$ cat src/rtl/wb_nic_reg_if.sv
// Wishbone master-side bus bundle between the core and the NIC.
//   cyc, stb   : master cycle / strobe
//   addr_sel   : slave index (top address bits of the master)
//   ack, err   : one-cycle transfer acknowledge / bus error
//   rdata      : registered read data returned to the master
// Modports: master (core side), slave (NIC side).
interface wb_nic_reg_if #(
  parameter int ADDR_SEL_WIDTH = 4,
  parameter int DATA_WIDTH     = 32
);
  logic                      cyc;
  logic                      stb;
  logic [ADDR_SEL_WIDTH-1:0] addr_sel;
  logic                      ack;
  logic                      err;
  logic [DATA_WIDTH-1:0]     rdata;

  modport master (
    output cyc, stb, addr_sel,
    input  ack, err, rdata
  );

  modport slave (
    input  cyc, stb, addr_sel,
    output ack, err, rdata
  );
endinterface

$ cat src/rtl/wb_nic_reg.sv
// Registered Wishbone NIC: decodes the slave index of a single master,
// drives a one-hot slave select, waits for that slave's ack and returns a
// registered ack/read-data pair. Unmapped slaves and slaves that never
// answer are terminated with a one-cycle bus error, and the last errored
// slave plus a saturating error count are recorded.
//
// Ports:
//   i_clk, i_reset : clock, synchronous active-high reset
//   wb             : master bus (cyc, stb, addr_sel in; ack, err, rdata out)
//   o_busy         : FSM not in IDLE (decoded from the state register)
//   o_slave_sel    : one-hot slave select, asserted only while ACTIVE
//   i_rdata        : packed per-slave read data, slave i at [i*DATA_WIDTH +: DATA_WIDTH]
//   i_ack          : per-slave acknowledge
//   o_err_slave    : index of the most recently errored slave
//   o_err_count    : saturating error counter
//
// state  | meaning
// -------+------------------------------------------------------------
// IDLE   | waiting for cyc & stb; only state that accepts a request
// ACTIVE | slave selected, waiting for its ack or the timeout
// RESP   | o_wb_ack high for this cycle with the captured read data
// ERR    | o_wb_err high for this cycle with ERR_RDATA
module wb_nic_reg #(
  parameter int ADDR_SEL_WIDTH = 4,
  parameter int DATA_WIDTH     = 32,
  localparam int N             = 2 ** ADDR_SEL_WIDTH,
  parameter logic [N-1:0] SLAVE_MASK = 16'h0003,
  parameter int TIMEOUT_CYCLES = 255,
  parameter logic [DATA_WIDTH-1:0] ERR_RDATA = 32'hDEAD_BEEF
) (
  input  logic                      i_clk,
  input  logic                      i_reset,
  wb_nic_reg_if.slave               wb,
  output logic                      o_busy,
  output logic [N-1:0]              o_slave_sel,
  input  logic [N*DATA_WIDTH-1:0]   i_rdata,
  input  logic [N-1:0]              i_ack,
  output logic [ADDR_SEL_WIDTH-1:0] o_err_slave,
  output logic [7:0]                o_err_count
);

  localparam int TW = (TIMEOUT_CYCLES < 1) ? 1 : $clog2(TIMEOUT_CYCLES + 1);
  localparam logic [TW-1:0] TO_LAST = TW'((TIMEOUT_CYCLES > 0) ? TIMEOUT_CYCLES - 1 : 0);

  typedef enum logic [1:0] {
    IDLE   = 2'd0,
    ACTIVE = 2'd1,
    RESP   = 2'd2,
    ERR    = 2'd3
  } state_t;

  state_t                    state, state_next;
  logic [ADDR_SEL_WIDTH-1:0] idx, idx_next;
  logic [TW-1:0]             to_cnt;
  logic                      slave_ack;
  logic [DATA_WIDTH-1:0]     slave_rdata;
  logic                      timeout_hit;

  // Only the selected slave's ack and data are looked at.
  assign slave_ack   = i_ack[idx];
  assign slave_rdata = i_rdata[int'(idx) * DATA_WIDTH +: DATA_WIDTH];
  assign timeout_hit = (TIMEOUT_CYCLES != 0) && (to_cnt == TO_LAST);

  assign o_busy = (state != IDLE);

  always_comb begin
    state_next = state;
    idx_next   = idx;
    case (state)
      IDLE: begin
        if (wb.cyc && wb.stb) begin
          idx_next   = wb.addr_sel;
          state_next = SLAVE_MASK[wb.addr_sel] ? ACTIVE : ERR;
        end
      end
      ACTIVE: begin
        // A master that drops cyc has abandoned the transfer, so the
        // abort outranks a late ack. Ack outranks the timeout.
        if (!wb.cyc) begin
          state_next = IDLE;
        end else if (slave_ack) begin
          state_next = RESP;
        end else if (timeout_hit) begin
          state_next = ERR;
        end
      end
      RESP:    state_next = IDLE;
      ERR:     state_next = IDLE;
      default: state_next = IDLE;
    endcase
  end

  always_ff @(posedge i_clk) begin
    if (i_reset) begin
      state <= IDLE;
      idx   <= '0;
    end else begin
      state <= state_next;
      idx   <= idx_next;
    end
  end

  // Counter sits at zero outside ACTIVE, so it is already clear on entry.
  always_ff @(posedge i_clk) begin
    if (i_reset || state != ACTIVE) begin
      to_cnt <= '0;
    end else if (!slave_ack) begin
      to_cnt <= to_cnt + TW'(1);
    end
  end

  // Outputs are registered from the next state so they line up with the
  // state they belong to (ack in RESP, err in ERR, select in ACTIVE).
  always_ff @(posedge i_clk) begin
    if (i_reset) begin
      wb.ack      <= 1'b0;
      wb.err      <= 1'b0;
      wb.rdata    <= '0;
      o_slave_sel <= '0;
      o_err_slave <= '0;
      o_err_count <= '0;
    end else begin
      wb.ack      <= (state_next == RESP);
      wb.err      <= (state_next == ERR);
      o_slave_sel <= (state_next == ACTIVE) ? (N'(1) << idx_next) : '0;
      if (state == ACTIVE && state_next == RESP) begin
        wb.rdata <= slave_rdata;
      end
      if (state_next == ERR) begin
        wb.rdata    <= ERR_RDATA;
        o_err_slave <= idx_next;
        if (o_err_count != 8'hFF) begin
          o_err_count <= o_err_count + 8'd1;
        end
      end
    end
  end

endmodule

$ cat src/flat_wrapper.sv
// flat-port wrapper written by rule: the top's interface ports become plain ports
module wb_nic_reg_flat 
#(
  parameter int ADDR_SEL_WIDTH = 4,
  parameter int DATA_WIDTH     = 32,
  localparam int N             = 2 ** ADDR_SEL_WIDTH,
  parameter logic [N-1:0] SLAVE_MASK = 16'h0003,
  parameter int TIMEOUT_CYCLES = 255,
  parameter logic [DATA_WIDTH-1:0] ERR_RDATA = 32'hDEAD_BEEF
)
  (i_clk, i_reset, o_busy, o_slave_sel, i_rdata, i_ack, o_err_slave, o_err_count, wb_cyc, wb_stb, wb_addr_sel, wb_ack, wb_err, wb_rdata);
  wb_nic_reg_if #(.ADDR_SEL_WIDTH(ADDR_SEL_WIDTH), .DATA_WIDTH(DATA_WIDTH)) wb_i ();
  input  logic i_clk;
  input  logic i_reset;
  output logic o_busy;
  output logic [N-1:0] o_slave_sel;
  input  logic [N*DATA_WIDTH-1:0] i_rdata;
  input  logic [N-1:0] i_ack;
  output logic [ADDR_SEL_WIDTH-1:0] o_err_slave;
  output logic [7:0] o_err_count;
  input wire logic [$bits(wb_i.cyc)-1:0] wb_cyc;
  input wire logic [$bits(wb_i.stb)-1:0] wb_stb;
  input wire logic [$bits(wb_i.addr_sel)-1:0] wb_addr_sel;
  output wire logic [$bits(wb_i.ack)-1:0] wb_ack;
  output wire logic [$bits(wb_i.err)-1:0] wb_err;
  output wire logic [$bits(wb_i.rdata)-1:0] wb_rdata;
  assign wb_i.cyc = wb_cyc;
  assign wb_i.stb = wb_stb;
  assign wb_i.addr_sel = wb_addr_sel;
  assign wb_ack = wb_i.ack;
  assign wb_err = wb_i.err;
  assign wb_rdata = wb_i.rdata;
  wb_nic_reg #(.ADDR_SEL_WIDTH(ADDR_SEL_WIDTH), .DATA_WIDTH(DATA_WIDTH), .SLAVE_MASK(SLAVE_MASK), .TIMEOUT_CYCLES(TIMEOUT_CYCLES), .ERR_RDATA(ERR_RDATA)) u_core (.i_clk(i_clk), .i_reset(i_reset), .wb(wb_i), .o_busy(o_busy), .o_slave_sel(o_slave_sel), .i_rdata(i_rdata), .i_ack(i_ack), .o_err_slave(o_err_slave), .o_err_count(o_err_count));
endmodule
$ cat config.mk
export PLATFORM = sky130hd
export DESIGN_NAME = wb_nic_reg_flat
export DESIGN_NICKNAME = d
export VERILOG_FILES = /design/src/rtl/wb_nic_reg_if.sv /design/src/rtl/wb_nic_reg.sv /design/src/flat_wrapper.sv
export SDC_FILE = /design/constraint.sdc
export NUM_CORES = 1
export LEC_CHECK = 0
export BUFFER_PORTS_ARGS = -buffer_cell sky130_fd_sc_hd__buf_2
export CORE_AREA = 2 2 235 237
export CTS_CLUSTER_SIZE = 24
export DETAILED_ROUTE_END_ITERATION = 10
export DIE_AREA = 0 0 237 239
export HOLD_SLACK_MARGIN = 0.08
export PLACE_DENSITY_LB_ADDON = 0.05
export SLEW_MARGIN = 30
export SYNTH_ARGS = -nofsm -noshare
export SYNTH_HDL_FRONTEND = slang
export SYNTH_SLANG_ARGS = --single-unit
$ cat constraint.sdc
create_clock -name i_clk -period 2.58 [get_ports i_clk]
set_input_delay 0.129 -clock i_clk [delete_from_list [all_inputs] [get_ports i_clk]]
set_output_delay 0.129 -clock i_clk [all_outputs]
set_load 0.02 [all_outputs]
==> impl_metrics.json, run 1 <==
{
  "clk_lat_worst_skew_ns": 0.38,
  "required_arrival_time_at_the_worst_endpoint_ns": 2.81,
  "cts_tree": "done",
  "whs_ns": 0.190,
  "grt_setup_unrepaired": "no",
  "avgSynthCellArea_um2": 12.6,
  "yosysUniqueCellTypes": 47,
  "netlist_area_mm2": 0.00683,
  "drt_wirelength_mm": 47.3,
  "final_util_pct": 20.5,
  "holdPathStages": 5,
  "timing.reg2reg.setup_slack_ns": 0.16,
  "met1Wirelength_mm": 18.7,
  "synth-seq-cells": 76,
  "worstSetupStartpointType": "register",
  "n_fill_cell": 5995,
  "maxClockFrequency_ghz": 0.414,
  "final.setup.tns_ns": 0,
  "worstReg2RegStart": "u_core.idx[0]",
  "final-max-slew-violation-count": 0,
  "coreArea_mm2": 0.0543,
  "clock_sinks": 76,
  "grt_start_max_net_pins": 67,
  "post-synth-top-area-cell": "mux4_2",
  "final_nets": 1665,
  "synthFlopType": "dfxtp_1",
  "synth_async_reset_ratio_pct": 0,
  "clk_pin_slew_ns": 0.07,
  "ant_nets": 0,
  "run_status": "completed",
  "crit_path_end_kind": "register",
  "finalSetupViolCount": 0,
  "area_grow_syn2layout_pct": 63.4,
  "antenna_found_initial": 46,
  "dpl_worst_slack_ns": 0.134,
  "fin_ws_ns": 0.163,
  "die_x_um": 237,
  "layout_common_cells": "598 x buf_2, 159 x mux4_2, 72 x dfxtp_1",
  "post_cts_setup_buffer_count": 0,
  "timing.final.crit_share_pct": 93.7,
  "yosys_warnings": 0,
  "cts-root-to-sink-buffers": 2,
  "finalHoldViolations": 0,
  "num_vias": 7602,
  "initial_utilization_pct": 12.6,
  "cts_resized": 0,
  "wire_length_of_the_first_global_routing_pass_mm": 65.0,
  "dpl_cell_area_mm2": 0.0108,
  "ir_drop_mv": 0.243,
  "routed_wire_length_per_instance_um": 25.6,
  "worst_hold_path_type": "input port to register",
  "syn-num-nets": 1081,
  "synth_largest_type_area_fraction_pct": 52.5,
  "fp-row-count": 86,
  "synth-edff-count": 0,
  "globalRouteOverflowTotal": 0,
  "final_common_cell": "buf_2",
  "route.top_layer_used": "met5",
  "post_synthesis_sequential_area_ratio_pct": 22.3,
  "timing.hold.worst_endpoint": "u_core.o_slave_sel[12]",
  "worst_ep_arrival_time_ns": 2.65,
  "cts_htree_levels": 3,
  "worst-r2r-cell-count": 7,
  "worst_r2r_endpoint": "u_core.wb.rdata[0]",
  "top_level_ports": 599,
  "detailed_routing_iterations_pass_1": 4,
  "port_buffer_count": 598,
  "syn-instance-count": 542,
  "dp_hpwl_mm": 40.5,
  "pwr_density_cell_mw_per_mm2": 377,
  "max_slew_margin_pct": 40.6,
  "grt_pass1_vias": 8333,
  "clock_tree.root_cell": "clkbuf_16",
  "critical_path_peak_fanout": 20,
  "clock_tree_skew_after_final_layout_ns": 0.0122,
  "synth_top_cells_by_area": "mux4_2 52%, dfxtp_1 22%, nor2_1 2.5%, nand2_1 2.3%, a21oi_1 2.1%",
  "chipHeight_um": 239,
  "cts_buffers": 9,
  "drt_iter0_drc": 219,
  "gp_routability_congestion": 0.820,
  "grtUsageTotal_pct": 16.5,
  "cts-hold-fix-buffers": 1,
  "post-route-min-period_ns": 2.42,
  "post-route-cell-area_mm2": 0.0112,
  "drc_errors": 0,
  "max_slew.worst_pin.slew_ns": 0.891,
  "drt-vias-per-instance": 4.12,
  "hold_path.startpoint": "wb_addr_sel[0]",
  "power_leakage_nw": 4.68,
  "die_area_mm2": 0.0566,
  "cap_viol_max_count": 0,
  "wl_met3_mm": 4.09,
  "drive_above_1_share_pct": 72.3,
  "routed-wl-met2_mm": 23.7,
  "path_class": "register to register"
}
==> power by group <==
group / switching (mW) / internal [mW]
registers: 0.0429 / 1.21
clock network: 0.626 / 0.859
logic: 0.624 / 0.838
==> registers in the layout (all words and copies together), names as in the netlist <==
register,count
u_core.wb.ack,1
u_core.to_cnt,8
u_core.o_slave_sel,16
u_core.wb.err,1
u_core.state,2
u_core.o_err_slave,4
u_core.idx,4
u_core.o_err_count,8
u_core.wb.rdata,32
==> worst max-delay path, cell delays in order (launching register included) <==
cell,delay (ns)
dfxtp_4,0.47
buf_12,0.22
buf_12,0.22
buf_12,0.17
mux4_2,0.51
mux4_2,0.49
o22ai_1,0.12
nor2_1,0.05
==> layout make-up <==
cell class / count / area (um2) / area share [%]
multi-input combinational: 401 / 4970 / 44.5
timing repair buffer: 630 / 3390 / 30.4
sequential: 76 / 1530 / 13.8
tap: 704 / 881 / 7.90
clock buffer: 10 / 229 / 2.05
clock inverter: 6 / 95.1 / 0.853
inverter: 8 / 30.0 / 0.269
antenna: 12 / 30.0 / 0.269
==> cell usage after synthesis (all sizes together) (7+ instances only) <==
cell and n:
mux2i 12, nand4 7, a21oi 29, nor2 46
nand3 7, o22ai 11, mux4 159, nand2 41
dfxtp 76, clkbuf 27, buf 30, o21ai 21
nand2b 7, inv 8
==> layer usage <==
metal / vias to the layer above / GRT usage [%]
li1: 3419 / -
met1: 3731 / 19.7
met2: 344 / 28.6
met3: 80 / 5.62
met4: 28 / 3.39
met5: - / 0
==> kinds of logic (layout without fill, tap and decap cells) <==
logic type / Yosys count / in the layout / share of synthesized area (%)
muxes: 172 / 172 / 54.4
adders and majority gates: 3 / 3 / 0.550
other: 0 / 12 / 0
AOI/OAI and AO/OA: 79 / 79 / 7.02
DFF: 76 / 76 / 22.3
xor gates and xnor gates: 7 / 7 / 0.898
buffers and inverters: 65 / 654 / 5.02
and+or+nand+nor: 140 / 140 / 9.84
==> per-stage QoR <==
step | std cells | power (mW)
floorplan | 542 | 2.04
CTS | 1835 | 4.33
finish | 1847 | 4.21
global placement | 1818 | 2.78
detailed placement | 1818 | 2.78
global route | 1842 | 4.45
==> worst max path at each step <==
stage	from	to	slack [ns]	depth (start not counted)
5_1_grt	u_core.idx[0]	u_core.wb.rdata[0]	0.01	7
6_report	u_core.idx[0]	u_core.wb.rdata[0]	0.16	7
4_1_cts	u_core.idx[0]	u_core.wb.rdata[0]	0.10	7
2_1_floorplan	u_core.idx[0]	u_core.wb.rdata[0]	0.41	7
3_3_place_gp	u_core.idx[0]	u_core.wb.rdata[0]	0.16	7
3_5_place_dp	u_core.idx[0]	u_core.wb.rdata[0]	0.13	7
Power figures use the tool's default switching activity.
==> run 2, diff against run 1 <==
Settings changed: BUFFER_PORTS_ARGS -buffer_cell sky130_fd_sc_hd__buf_2 to default, CORE_AREA 2 2 235 237 to 2 2 234 236, DIE_AREA 0 0 237 239 to 0 0 236 238, DONT_BUFFER_PORTS from default to 1.
Clock period 2.58 ns to 2.9 ns, I/O delays scaled along.
==> run 2 against run 1 <==
Clock power decreased by 21%; sequential power decreased by 6%; routed wire length decreased by 19%; via count decreased by 29%; first-iteration DRC count increased by 110%; sequential cell count unchanged; core utilization decreased by 5.7 points; final area decreased by 29%; clock skew decreased by 0.0033 ns; hold slack got worse by 0.085 ns; critical path depth decreased by 2; combinational power decreased by 44%; largest power group is now sequential cells; highest routed layer unchanged.
==> impl_metrics.json, run 2 (same netlist as run 1, synthesis figures left out) <==
{
  "run_status": "completed",
  "crit_path_end_kind": "register",
  "cts_buffers": 9,
  "cts-hold-fix-buffers": 2,
  "routed_wire_length_per_instance_um": 31.3,
  "detailed_routing_iterations_pass_1": 4,
  "cts-root-to-sink-buffers": 2,
  "antenna_found_initial": 33,
  "clock_tree_skew_after_final_layout_ns": 0.00893,
  "combinationalPowerShare_pct": 25.7,
  "drt_wirelength_mm": 38.5,
  "worst_ep_arrival_time_ns": 2.74,
  "fin_ws_ns": 0.425,
  "register_name_with_the_most_flops": "u_core.wb.rdata",
  "final_util_pct": 14.8,
  "globalRouteOverflowTotal": 0,
  "wire_length_of_the_first_global_routing_pass_mm": 51.9,
  "cap_viol_max_count": 0,
  "power.clock.fraction_pct": 37.0,
  "die_x_um": 236,
  "switchingPower_mw": 1.04,
  "post-route-min-period_ns": 2.48,
  "worst_r2r_endpoint": "u_core.wb.rdata[0]",
  "worstReg2RegStart": "u_core.idx[0]",
  "chipHeight_um": 238,
  "worst_hold_path_type": "input port to register",
  "hold_path.startpoint": "i_reset",
  "pwr_density_cell_mw_per_mm2": 399,
  "crit_start": "u_core.idx[0]",
  "n_fill_cell": 5912,
  "path_class": "register to register",
  "ir_drop_mv": 0.202,
  "final_nets": 1057,
  "die_area_mm2": 0.0562,
  "worstSetupStartpointType": "register",
  "cts_tree": "done",
  "num_vias": 5364,
  "post_cts_setup_buffer_count": 0,
  "cts_htree_levels": 3,
  "power.sequential.fraction_pct": 37.3,
  "power_leakage_nw": 2.14,
  "ant_nets": 0,
  "dpl_worst_slack_ns": 0.398,
  "grt_setup_unrepaired": "no",
  "fp-row-count": 85,
  "area_grow_syn2layout_pct": 16.1,
  "initial_utilization_pct": 12.8,
  "drive_above_1_share_pct": 40.2,
  "port_buffer_count": 0,
  "gp_routability_congestion": 0.868,
  "top_level_ports": 599,
  "worst-r2r-cell-count": 5,
  "finalHoldViolations": 0,
  "required_arrival_time_at_the_worst_endpoint_ns": 3.16,
  "cts_resized": 0,
  "critical_path_peak_fanout": 66,
  "holdPathStages": 2,
  "internal_power_mw": 2.13,
  "final.setup.tns_ns": 0,
  "clock_sinks": 76,
  "clock_tree.root_cell": "clkbuf_16",
  "finalSetupViolCount": 0,
  "grt_pass1_vias": 5922,
  "clk_pin_slew_ns": 0.07,
  "final_common_cell": "mux4_2",
  "netSwitchingFraction_pct": 32.8,
  "layout_common_cells": "159 x mux4_2, 72 x dfxtp_1, 46 x nor2_1",
  "final-max-slew-violation-count": 0,
  "timing.final.crit_share_pct": 85.3,
  "largest_register_ffs": 32,
  "grtUsageTotal_pct": 13.4,
  "drt-vias-per-instance": 4.37,
  "timing.hold.worst_endpoint": "u_core.wb.rdata[2]",
  "max_slew.worst_pin.slew_ns": 0.859,
  "timing.reg2reg.setup_slack_ns": 0.42,
  "biggestRegsByFlops": "u_core.wb.rdata x32, u_core.o_slave_sel x16",
  "maxClockFrequency_ghz": 0.404,
  "clk_lat_worst_skew_ns": 0.38,
  "drt_iter0_drc": 469,
  "max_slew_margin_pct": 42.7,
  "coreArea_mm2": 0.0535,
  "dp_hpwl_mm": 33.1,
  "grt_start_max_net_pins": 70,
  "drc_errors": 0
}
run 2: cell type report:
cell class,count,area [um2],share of cell area [%]
Tap cell,696,871,11.0
Clock inverter,7,56.3,0.710
Clock buffer,9,225,2.84
Antenna cell,8,20.0,0.252
Timing Repair Buffer,22,225,2.84
Inverter,8,30.0,0.379
Sequential cell,76,1530,19.3
Multi-Input combinational cell,401,4970,62.6
run 2: how the worst max path moves through the flow:
stage	cells after the start	slack, ns	to
floorplan	7	0.73	u_core.wb.rdata[0]
global placement	5	0.44	u_core.wb.rdata[0]
detailed placement	5	0.40	u_core.wb.rdata[0]
CTS	5	0.37	u_core.wb.rdata[0]
global route	7	0.23	u_core.o_err_count[6]
finish	5	0.42	u_core.wb.rdata[0]
run 2: power by group through the flow:
stage	Combinational [mW]	Sequential [mW]	Clock (mW)
after floorplan	0.651	1.17	0
after global placement	0.811	1.21	0
after detailed placement	0.821	1.21	0
after CTS	0.841	1.19	1.26
after global routing	0.886	1.19	1.29
final	0.815	1.18	1.17
run 2: per-layer routing:
layer  global-route usage [%]  routed length [um]  vias up
li1                         -                   -     2196
met3                     6.32                3830       68
met4                     2.64                 623       24
met2                     21.1               17600      368
met1                     16.7               16200     2708
met5                    0.866                 217        -
run 2: worst max-delay path: stages (launching register included):
cell     delay [ns]
dfxtp_4        0.50
buf_12         0.38
mux4_2         0.63
mux4_2         0.53
o22ai_1        0.13
nor2_1         0.05
run 2: through the flow:
stage | std cells | hold WS [ns] | total power, mW | instance area [um2]
2_1_floorplan | 542 | 0.240 | 1.82 | 6830
3_3_place_gp | 1201 | 0.234 | 2.02 | 7590
3_5_place_dp | 1201 | 0.236 | 2.03 | 7590
4_1_cts | 1219 | 0.0912 | 3.29 | 7910
5_1_grt | 1222 | 0.102 | 3.37 | 7920
6_report | 1227 | 0.105 | 3.17 | 7930
==> run 3, diff against run 2 <==
--- a/constraint.sdc
+++ b/constraint.sdc
@@ -3,2 +3,2 @@
 set_output_delay 0.145 -clock i_clk [all_outputs]
-set_load 0.02 [all_outputs]
+set_load 0.01 [all_outputs]
==> run 3 against run 2 <==
Critical path depth did not move; via count fell by 1.3%; final area fell by 0.14%; clock skew rose by 0.0060 ns; critical path type unchanged; largest power group unchanged; cell count did not move; total power fell by 2.4%; routed wire length fell by 1.3%.
==> impl_metrics.json, run 3 (same netlist as run 1, synthesis figures left out) <==
{
  "register_name_with_the_most_flops": "u_core.wb.rdata",
  "ir_drop_mv": 0.192,
  "post-route-min-period_ns": 2.48,
  "cts_tree": "done",
  "fp-row-count": 85,
  "final-max-slew-violation-count": 0,
  "crit_start": "u_core.idx[0]",
  "final-instance-count-excl-fill": 1227,
  "worst_hold_path_type": "input port to register",
  "timing.reg2reg.setup_slack_ns": 0.42,
  "final.setup.tns_ns": 0,
  "cts_buffers": 9,
  "grtUsageTotal_pct": 13.1,
  "chipHeight_um": 238,
  "clk_pin_slew_ns": 0.07,
  "clock_sinks": 76,
  "area_grow_syn2layout_pct": 16.0,
  "routed_wire_length_per_instance_um": 30.9,
  "dp_hpwl_mm": 32.9,
  "final_nets": 1056,
  "globalRouteOverflowTotal": 0,
  "grt_start_max_net_pins": 70,
  "finalHoldViolations": 0,
  "crit_path_end_kind": "register",
  "pwr_density_cell_mw_per_mm2": 390,
  "max_slew_margin_pct": 43.5,
  "path_class": "register to register",
  "die_x_um": 236,
  "ant_nets": 0,
  "drt-vias-per-instance": 4.32,
  "port_buffer_count": 0,
  "biggestRegsByFlops": "u_core.wb.rdata x32, u_core.o_slave_sel x16",
  "top_level_ports": 599,
  "cap_viol_max_count": 0,
  "gp_routability_congestion": 0.860,
  "cts_htree_levels": 3,
  "clock_tree.root_cell": "clkbuf_16",
  "worstReg2RegStart": "u_core.idx[0]",
  "crit_path_top_delay_cell": "mux4_2",
  "layout_common_cells": "159 x mux4_2, 72 x dfxtp_1, 46 x nor2_1",
  "required_arrival_time_at_the_worst_endpoint_ns": 3.15,
  "timing.final.crit_share_pct": 85.6,
  "grt_setup_unrepaired": "no",
  "antenna_found_initial": 29,
  "num_vias": 5296,
  "path_common_cell": "mux4_2",
  "wire_length_of_the_first_global_routing_pass_mm": 50.9,
  "cts-root-to-sink-buffers": 2,
  "drc_errors": 0,
  "coreArea_mm2": 0.0535,
  "critical_path_peak_fanout": 66,
  "worstSetupPathDepth": 5,
  "finalSetupViolCount": 0,
  "worst-r2r-cell-count": 5,
  "timing.critical_path.max_delay_family": "multiplexers",
  "worst_ep_arrival_time_ns": 2.73,
  "largest_register_ffs": 32,
  "run_status": "completed",
  "detailed_routing_iterations_pass_1": 4,
  "slowest_delay_ns": 0.63,
  "crit_path_end": "u_core.wb.rdata[0]",
  "initial_utilization_pct": 12.8,
  "clk_lat_worst_skew_ns": 0.37,
  "maxClockFrequency_ghz": 0.403,
  "drive_above_1_share_pct": 39.8,
  "placed_cells": 1200,
  "crit_buf_inv": 1,
  "grt_pass1_vias": 5956,
  "clock_tree_skew_after_final_layout_ns": 0.0150,
  "die_area_mm2": 0.0562,
  "max_slew.worst_pin.slew_ns": 0.847,
  "cp_cell_sequence": "buf_12, mux4_2, mux4_2, o22ai_1, nor2_1",
  "final_common_cell": "mux4_2",
  "worstSetupStartpointType": "register",
  "drt_wirelength_mm": 38.0,
  "worst_r2r_endpoint": "u_core.wb.rdata[0]",
  "power_leakage_nw": 2.12,
  "drt_iter0_drc": 257
}
## run 3: cell count changes in the layout (fill, tap and decap cells not counted), sizes merged
cell,previous run,this run
clkbuf,9,10
clkinvlp,1,2
buf,21,20
clkinv,1,2
inv,13,10
diode,8,9
## run 3: metrics by stage
step / util [%] / cell area [um2] / total power, mW / setup WS [ns] / hold WS (ns)
2_1_floorplan: - / 6830 / 1.79 / 0.733 / 0.240
3_3_place_gp: 14.2 / 7580 / 2.00 / 0.436 / 0.234
3_5_place_dp: 14.2 / 7580 / 2.01 / 0.391 / 0.233
4_1_cts: 14.8 / 7900 / 3.20 / 0.359 / 0.0932
5_1_grt: 14.8 / 7910 / 3.28 / 0.188 / 0.102
6_report: 14.8 / 7920 / 3.09 / 0.418 / 0.0965
## run 3: power by group
| part | total, mW | internal, mW | switching (mW) |
|---|---|---|---|
| registers | 1.16 | 1.08 | 0.0756 |
| clock network | 1.12 | 0.587 | 0.529 |
| logic | 0.818 | 0.453 | 0.366 |
## run 3: repair_timing
item	CTS	global route
resized for setup	0	0
hold buffers	2	0
buffers inserted	0	0
setup endpoints to repair	0	0
hold endpoints to repair	56	0
## run 3: area by class of cell
type	count	area, um2
inverters	8	30.0
multi-input cells	401	4970
clock inverters	6	46.3
flip-flops and latches	76	1530
well taps	696	871
fillers	5922	45600
diodes	9	22.5
repair buffers	21	218
clock buffers	10	229
## run 3: worst min-delay path by stage
| stage | endpoint | startpoint | slack [ns] | cells past startpoint |
|---|---|---|---|---|
| after floorplan | u_core.idx[2] | i_reset | 0.24 | 1 |
| after global placement | u_core.state[0] | i_reset | 0.23 | 1 |
| after detailed placement | u_core.state[0] | i_reset | 0.23 | 1 |
| after CTS | u_core.to_cnt[0] | i_reset | 0.09 | 2 |
| after global routing | u_core.to_cnt[0] | i_reset | 0.10 | 2 |
| final | u_core.to_cnt[6] | i_reset | 0.1 | 2 |
## run 3: per-layer routing
layer / track usage [%] / share of wire, % / vias up
li1: - / - / 2191
met1: 15.7 / 41 / 2629
met3: 6.78 / 11 / 54
met2: 20.6 / 46 / 400
met5: 0 / 0.40 / -
met4: 3.01 / 1.4 / 22
